--- src/rtl/mem_arb_pkg.sv ---
// Shared types and constants for the memory arbiter: word width and read-owner state encoding.
package mem_arb_pkg;

  localparam int WORD_W = 32;

  typedef enum logic [1:0] {
    IDLE    = 2'd0,
    IF_PEND = 2'd1,
    D_PEND  = 2'd2
  } arb_state_t;

endpackage

--- src/rtl/mem_arbiter_if.sv ---
// Requester and memory-side bundle of the arbiter; slave modport is the arbiter, master is its environment.
// Handshake: a req is consumed in the same cycle its gnt is high; a read's rvalid pulses one enabled cycle later.
interface mem_arbiter_if #(
  parameter int ADDR_W = 16
);
  logic              if_req;
  logic [31:0]       if_addr;
  logic              if_gnt;
  logic [31:0]       if_rdata;
  logic              if_rvalid;

  logic              d_req;
  logic              d_we;
  logic [31:0]       d_addr;
  logic [31:0]       d_wdata;
  logic              d_gnt;
  logic [31:0]       d_rdata;
  logic              d_rvalid;

  logic              mem_en;
  logic              mem_we;
  logic [ADDR_W-1:0] mem_addr;
  logic [31:0]       mem_wdata;
  logic [31:0]       mem_rdata;

  modport slave (
    input  if_req, if_addr, d_req, d_we, d_addr, d_wdata, mem_rdata,
    output if_gnt, if_rdata, if_rvalid, d_gnt, d_rdata, d_rvalid,
           mem_en, mem_we, mem_addr, mem_wdata
  );

  modport master (
    output if_req, if_addr, d_req, d_we, d_addr, d_wdata, mem_rdata,
    input  if_gnt, if_rdata, if_rvalid, d_gnt, d_rdata, d_rvalid,
           mem_en, mem_we, mem_addr, mem_wdata
  );
endinterface

--- src/rtl/mem_arb_starve.sv ---
// Fetch starvation guard: counts denied fetch cycles and raises force_if once STARVE_MAX is reached.
module mem_arb_starve #(
  parameter int STARVE_MAX = 4
) (
  input  logic clk,
  input  logic nreset,
  input  logic clk_en,
  input  logic if_req,
  input  logic if_gnt,
  output logic force_if
);
  localparam int CNT_W = $clog2(STARVE_MAX + 1);
  localparam logic [CNT_W-1:0] CNT_MAX = CNT_W'(STARVE_MAX);

  logic [CNT_W-1:0] cnt;

  always_ff @(posedge clk) begin
    if (!nreset) begin
      cnt <= '0;
    end else if (clk_en) begin
      if (if_gnt) begin
        cnt <= '0;
      end else if (if_req && cnt != CNT_MAX) begin
        cnt <= cnt + CNT_W'(1);
      end
    end
  end

  assign force_if = (cnt == CNT_MAX);
endmodule

--- src/rtl/mem_arbiter.sv ---
// Two-port (fetch/data) arbiter onto a single-port synchronous memory, data has priority.
// Define MEM_ARB_STARVE_GUARD_EN to let fetch win one grant after STARVE_MAX denied cycles.
module mem_arbiter
  import mem_arb_pkg::*;
#(
  parameter int ADDR_W     = 16,
  parameter int STARVE_MAX = 4
) (
  input  logic                clk,
  input  logic                nreset,
  input  logic                clk_en,
  mem_arbiter_if.slave        bus,
  output logic                err_misalign,
  output arb_state_t          state_dbg
);
  logic              enabled;
  logic              force_if;
  logic              if_gnt;
  logic              d_gnt;
  logic              any_gnt;
  logic              aligned;
  logic              if_rvalid;
  logic              d_rvalid;
  logic [WORD_W-1:0] gaddr;
  logic [WORD_W-1:0] if_rdata_q;
  logic [WORD_W-1:0] d_rdata_q;
  logic              unused_addr_hi;
  arb_state_t        state;

  if (STARVE_MAX < 1) begin : g_starve_max_must_be_positive
  end

`ifdef MEM_ARB_STARVE_GUARD_EN
  mem_arb_starve #(
    .STARVE_MAX(STARVE_MAX)
  ) u_starve (
    .clk     (clk),
    .nreset  (nreset),
    .clk_en  (clk_en),
    .if_req  (bus.if_req),
    .if_gnt  (if_gnt),
    .force_if(force_if)
  );
`else
  assign force_if = 1'b0;
`endif

  // force_if comes from a register, so grants stay free of combinational loops.
  assign enabled = clk_en & nreset;
  assign d_gnt   = enabled & bus.d_req & ~(force_if & bus.if_req);
  assign if_gnt  = enabled & bus.if_req & (~bus.d_req | force_if);
  assign any_gnt = if_gnt | d_gnt;

  assign gaddr          = d_gnt ? bus.d_addr : bus.if_addr;
  assign aligned        = (gaddr[1:0] == 2'b00);
  assign unused_addr_hi = ^gaddr[WORD_W-1:ADDR_W];

  assign bus.if_gnt    = if_gnt;
  assign bus.d_gnt     = d_gnt;
  assign bus.mem_en    = any_gnt & aligned;
  assign bus.mem_we    = d_gnt & bus.d_we & aligned;
  assign bus.mem_addr  = gaddr[ADDR_W-1:0];
  assign bus.mem_wdata = bus.d_wdata;

  // Memory data is only present in the cycle after the access, so the owner
  // sees mem_rdata directly then and a held copy afterwards.
  assign if_rvalid     = enabled & (state == IF_PEND);
  assign d_rvalid      = enabled & (state == D_PEND);
  assign bus.if_rvalid = if_rvalid;
  assign bus.d_rvalid  = d_rvalid;
  assign bus.if_rdata  = if_rvalid ? bus.mem_rdata : if_rdata_q;
  assign bus.d_rdata   = d_rvalid ? bus.mem_rdata : d_rdata_q;
  assign state_dbg     = state;

  always_ff @(posedge clk) begin
    if (!nreset) begin
      state        <= IDLE;
      if_rdata_q   <= '0;
      d_rdata_q    <= '0;
      err_misalign <= 1'b0;
    end else if (clk_en) begin
      if (if_rvalid) if_rdata_q <= bus.mem_rdata;
      if (d_rvalid)  d_rdata_q  <= bus.mem_rdata;
      if (any_gnt && !aligned) err_misalign <= 1'b1;
      if (if_gnt && aligned) begin
        state <= IF_PEND;
      end else if (d_gnt && aligned && !bus.d_we) begin
        state <= D_PEND;
      end else begin
        state <= IDLE;
      end
    end
  end
endmodule

--- src/flat_wrapper.sv ---
// flat-port wrapper written by rule: the top's interface ports become plain ports
module mem_arbiter_flat import mem_arb_pkg::*;
#(
  parameter int ADDR_W     = 16,
  parameter int STARVE_MAX = 4
)
  (clk, nreset, clk_en, err_misalign, state_dbg, bus_if_req, bus_if_addr, bus_d_req, bus_d_we, bus_d_addr, bus_d_wdata, bus_mem_rdata, bus_if_gnt, bus_if_rdata, bus_if_rvalid, bus_d_gnt, bus_d_rdata, bus_d_rvalid, bus_mem_en, bus_mem_we, bus_mem_addr, bus_mem_wdata);
  mem_arbiter_if #(.ADDR_W(ADDR_W)) bus_i ();
  input  logic clk;
  input  logic nreset;
  input  logic clk_en;
  output logic err_misalign;
  output arb_state_t state_dbg;
  input wire logic [$bits(bus_i.if_req)-1:0] bus_if_req;
  input wire logic [$bits(bus_i.if_addr)-1:0] bus_if_addr;
  input wire logic [$bits(bus_i.d_req)-1:0] bus_d_req;
  input wire logic [$bits(bus_i.d_we)-1:0] bus_d_we;
  input wire logic [$bits(bus_i.d_addr)-1:0] bus_d_addr;
  input wire logic [$bits(bus_i.d_wdata)-1:0] bus_d_wdata;
  input wire logic [$bits(bus_i.mem_rdata)-1:0] bus_mem_rdata;
  output wire logic [$bits(bus_i.if_gnt)-1:0] bus_if_gnt;
  output wire logic [$bits(bus_i.if_rdata)-1:0] bus_if_rdata;
  output wire logic [$bits(bus_i.if_rvalid)-1:0] bus_if_rvalid;
  output wire logic [$bits(bus_i.d_gnt)-1:0] bus_d_gnt;
  output wire logic [$bits(bus_i.d_rdata)-1:0] bus_d_rdata;
  output wire logic [$bits(bus_i.d_rvalid)-1:0] bus_d_rvalid;
  output wire logic [$bits(bus_i.mem_en)-1:0] bus_mem_en;
  output wire logic [$bits(bus_i.mem_we)-1:0] bus_mem_we;
  output wire logic [$bits(bus_i.mem_addr)-1:0] bus_mem_addr;
  output wire logic [$bits(bus_i.mem_wdata)-1:0] bus_mem_wdata;
  assign bus_i.if_req = bus_if_req;
  assign bus_i.if_addr = bus_if_addr;
  assign bus_i.d_req = bus_d_req;
  assign bus_i.d_we = bus_d_we;
  assign bus_i.d_addr = bus_d_addr;
  assign bus_i.d_wdata = bus_d_wdata;
  assign bus_i.mem_rdata = bus_mem_rdata;
  assign bus_if_gnt = bus_i.if_gnt;
  assign bus_if_rdata = bus_i.if_rdata;
  assign bus_if_rvalid = bus_i.if_rvalid;
  assign bus_d_gnt = bus_i.d_gnt;
  assign bus_d_rdata = bus_i.d_rdata;
  assign bus_d_rvalid = bus_i.d_rvalid;
  assign bus_mem_en = bus_i.mem_en;
  assign bus_mem_we = bus_i.mem_we;
  assign bus_mem_addr = bus_i.mem_addr;
  assign bus_mem_wdata = bus_i.mem_wdata;
  mem_arbiter #(.ADDR_W(ADDR_W), .STARVE_MAX(STARVE_MAX)) u_core (.clk(clk), .nreset(nreset), .clk_en(clk_en), .bus(bus_i), .err_misalign(err_misalign), .state_dbg(state_dbg));
endmodule
--- config.mk ---
export PLATFORM = sky130hd
export DESIGN_NAME = mem_arbiter_flat
export DESIGN_NICKNAME = d
export VERILOG_FILES = /design/src/rtl/mem_arb_pkg.sv /design/src/rtl/mem_arbiter_if.sv /design/src/rtl/mem_arb_starve.sv /design/src/rtl/mem_arbiter.sv /design/src/flat_wrapper.sv
export SDC_FILE = /design/constraint.sdc
export NUM_CORES = 1
export LEC_CHECK = 0
export CAP_MARGIN = 15
export CELL_PAD_IN_SITES_DETAIL_PLACEMENT = 2
export CELL_PAD_IN_SITES_GLOBAL_PLACEMENT = 2
export CORE_MARGIN = 2
export CORE_UTILIZATION = 21
export CTS_BUF_LIST = sky130_fd_sc_hd__clkbuf_4 sky130_fd_sc_hd__clkbuf_8
export DETAILED_ROUTE_END_ITERATION = 12
export GPL_TIMING_DRIVEN = 0
export PLACE_DENSITY = 0.93
export SETUP_SLACK_MARGIN = 0.4
export SLEW_MARGIN = 30
export SYNTH_ARGS = -nofsm -noshare
export SYNTH_HDL_FRONTEND = slang
export SYNTH_HIERARCHICAL = 1
export SYNTH_SLANG_ARGS = --single-unit
export TNS_END_PERCENT = 20
--- constraint.sdc ---
create_clock -name clk -period 3.24 [get_ports clk]
set_input_delay 0.486 -clock clk [delete_from_list [all_inputs] [get_ports clk]]
set_output_delay 0.486 -clock clk [all_outputs]
set_load 0.01 [all_outputs]
==> metrics.md <==
| Metric | Value |
|---|---|
| Post-synthesis register bit count | `67` |
| Sink Count | `67` |
| Vias in the first global route | `3,360` |
| Hold Path End | `u_core/state_dbg[0]` |
| Post-synth top cells | `dfxtp_1, and2_1, mux2_4, buf_4, mux2_2` |
| Total of warnings raised by yosys | `6` |
| Total power | `1.818 mW` |
| Crit path required time | `2750 ps` |
| MaxCap Viol Count | `0` |
| HP Class | `input port to flop` |
| CTS H-tree lvls | `3` |
| Final cycle utilization of the critical path | `0.8357` |
| Synth top area share | `0.3947` |
| Total wire length | `12.04 mm` |
| Startpoint types | `input port` |
| Fmax | `0.3693 GHz` |
| Headroom to the max-slew limit | `0.6771` |
| FP Rows | `46` |
| VDD IR-drop max | `130.5 µV` |
| Post-detailed-route wirelength per cell | `17.12 µm` |
| Clock skew | `7.521 ps` |
| Core ar. | `15,830 µm²` |
| RSZ-0062 raised after global routing | `no` |
| Hold Path Origin | `clk_en` |
| Mapped Area | `3398 µm²` |
| Flop2flop setup slack | `1760 ps` |
| Arrival time at the worst endpoint | `2220 ps` |
| Worst r2r dst | `u_core/if_rdata_q[18]` |
| Post-cts gate resize count | `0` |
| Die Y | `131.2 µm` |
| Final WS setup | `532.2 ps` |
| Initial antenna violation count | `0` |
| Minimum clock period | `2708 ps` |
| Power Dens Cells | `317.1 nW/µm²` |
| Yosys cell types | `25` |
| Synth-to-Final Area Change | `68.70%` |
| Int Power | `1.372 mW` |
| Cts hold-fix bufs | `0` |
| Drt drc | `0` |
| Inserted Clock Buffers | `9` |
| Vias | `2,806` |
| Final net count | `616` |
| Final Slew Violations | `0` |
| Vias per inst | `3.991` |
| Final Hold Violating Endpoints | `0` |
| Critical path endpoint category | `primary output` |
| Max Root-Sink Buffers | `2` |
| Die area | `17,220 µm²` |
| Setup TNS | `0 ps` |
| Post-DP Area | `5540 µm²` |
| Syn_nets | `418` |
| Worst hold stages | `3` |
| Most common cell in the netlist | `dfxtp_1` |
| Design Area, Final | `5733 µm²` |
| Number of buffers added on ports | `187` |
| Slew @ Worst Pin | `484.4 ps` |
| Total GRT Usage | `0.1398` |
| Placement Setup Slack | `510.2 ps` |
| CTS tree | `yes` |
| Die Wd | `131.2 µm` |
| Net Switching | `445.3 µW` |
| Setup Buffers After CTS | `0` |
| Static leakage | `2.506 nW` |
| Status | `finished clean` |
| Detailed Route Iter0 Violations | `33` |
| Top Ports | `255` |
| Clock share of power | `0.382` |
| Worst Reg-to-Reg Cells | `4` |
| Post-Synthesis Cells | `284` |
| Synth area leader | `dfxtp_1` |
| Number of synthesized flops with an enable pin | `0` |
| Share of post-route cells with drive strength above 1 | `0.2916` |
| Worst-Skew Late Latency | `360 ps` |
| First-pass GRT wire length | `18.79 mm` |
| DRT Pass-1 Iters | `4` |
| Final setup violation count | `0` |
| Syn_area_per_cell | `11.97 µm²` |
| ANT nets after route | `0` |
| Worst r2r src | `u_core/state_dbg[1]` |
| Sequential share of power | `0.456` |
| Reg clk slew, reported paths | `70 ps` |
| Asr flop ratio synth | `0` |
| Post-Layout Cell Count | `703` |
| Part of the Yosys area used for sequential elements | `0.3947` |
| Switch share | `0.2450` |
| Dominant synthesized flop cell | `dfxtp_1` |
| Root buffer cell | `clkbuf_8` |
| Crit Path Max Fanout | `3` |
| Gr ovfl total | `0` |
| Starting density of the core | `0.2147` |
| Dpl hpwl | `9.703 mm` |
| Inserted Diodes | `0` |
| GP Congestion | `0.7248` |
| Cells after DPL | `687` |
| Crit path kind | `input port to primary output` |
| Top post-synthesis cells by area | `dfxtp_1, mux2_4, and2_1, buf_4, mux2_2` |
| Gate power share | `0.162` |
| Pin count of the biggest net entering global routing | `13` |
-- placed cells by master (no fill, tap or decap), types with 2 or more instances in the layout --
master,Yosys,final
clkbuf_1,7,7
clkinvlp_4,0,2
nand4b_4,2,2
clkinv_2,0,3
buf_6,6,6
clkbuf_8,0,9
dfxtp_1,67,67
and2_1,64,64
inv_1,4,4
mux2_4,58,58
mux2_2,22,22
nor2b_1,2,2
buf_2,2,2
nor2_1,2,2
nand2_1,2,2
clkdlybuf4s50_1,0,187
buf_4,34,34
-- stage by stage --
step / utilization / hold slack (ps)
2_1_floorplan: - / 564.3
3_3_place_gp: 0.3500 / 510.3
3_5_place_dp: 0.3500 / 569.3
4_1_cts: 0.3622 / 512.0
5_1_grt: 0.3622 / 535.2
6_report: 0.3622 / 541.3
-- state kept, by name, indices dropped and copies added (netlist names) --
name,count
u_core/if_rdata_q,32
u_core/d_rdata_q,32
u_core/err_misalign,1
u_core/state_dbg,2
-- logic make-up after synthesis --
family          count (synthesis)  share of synthesized area
compound gates                  5                    0.01031
buf+inv                        53                     0.1101
flops                          67                     0.3947
mux                            81                     0.3321
simple gates                   78                     0.1528
-- worst max-delay path: stages --
cell and delay [ps]:
clkdlybuf4s50_1 460, nor4b_1 450, a21oi_1 90, nor2_1 160, clkdlybuf4s50_1 580
-- layer usage --
layer / vias up / global-route usage / routed length, µm
li1: 1308 / - / -
met2: 145 / 0.2576 / 6318
met1: 1345 / 0.1457 / 4588
met5: - / 0 / 0
met4: 0 / 0.03382 / 82
met3: 8 / 0.06096 / 1049
-- power by group through the flow --
stage                     Clock [mW]  Sequential (mW)  Combinational (mW)
after global placement             0            0.847               0.290
after CTS                      0.734            0.828               0.301
after floorplan                    0            0.848               0.105
after global routing           0.771            0.829               0.314
after detailed placement           0            0.848               0.299
final                          0.695            0.829               0.295
-- area by class of cell --
| cell class | instances | area, µm² |
|---|---|---|
| fill | 1684 | 10090 |
| timing repair buffer | 187 | 1872 |
| multi-input combinational | 164 | 1683 |
| sequential | 67 | 1341 |
| buffer | 49 | 359.1 |
| tap | 216 | 270.3 |
| clock buffer | 9 | 123.9 |
| clock inverter | 7 | 68.82 |
| inverter | 4 | 15.01 |
-- worst max-delay path by stage --
stage / end / slack [ps] / cells after the start / from
after detailed placement: bus_mem_en / 510 / 5 / bus_if_addr[0]
after global placement: bus_mem_en / 560 / 5 / bus_if_addr[0]
after CTS: bus_mem_en / 500 / 5 / bus_if_addr[0]
after floorplan: bus_mem_addr[0] / 1360 / 4 / nreset
final: bus_mem_en / 530 / 5 / bus_if_addr[0]
after global routing: bus_mem_en / 440 / 5 / bus_if_addr[0]
Power figures use the tool's default switching activity.
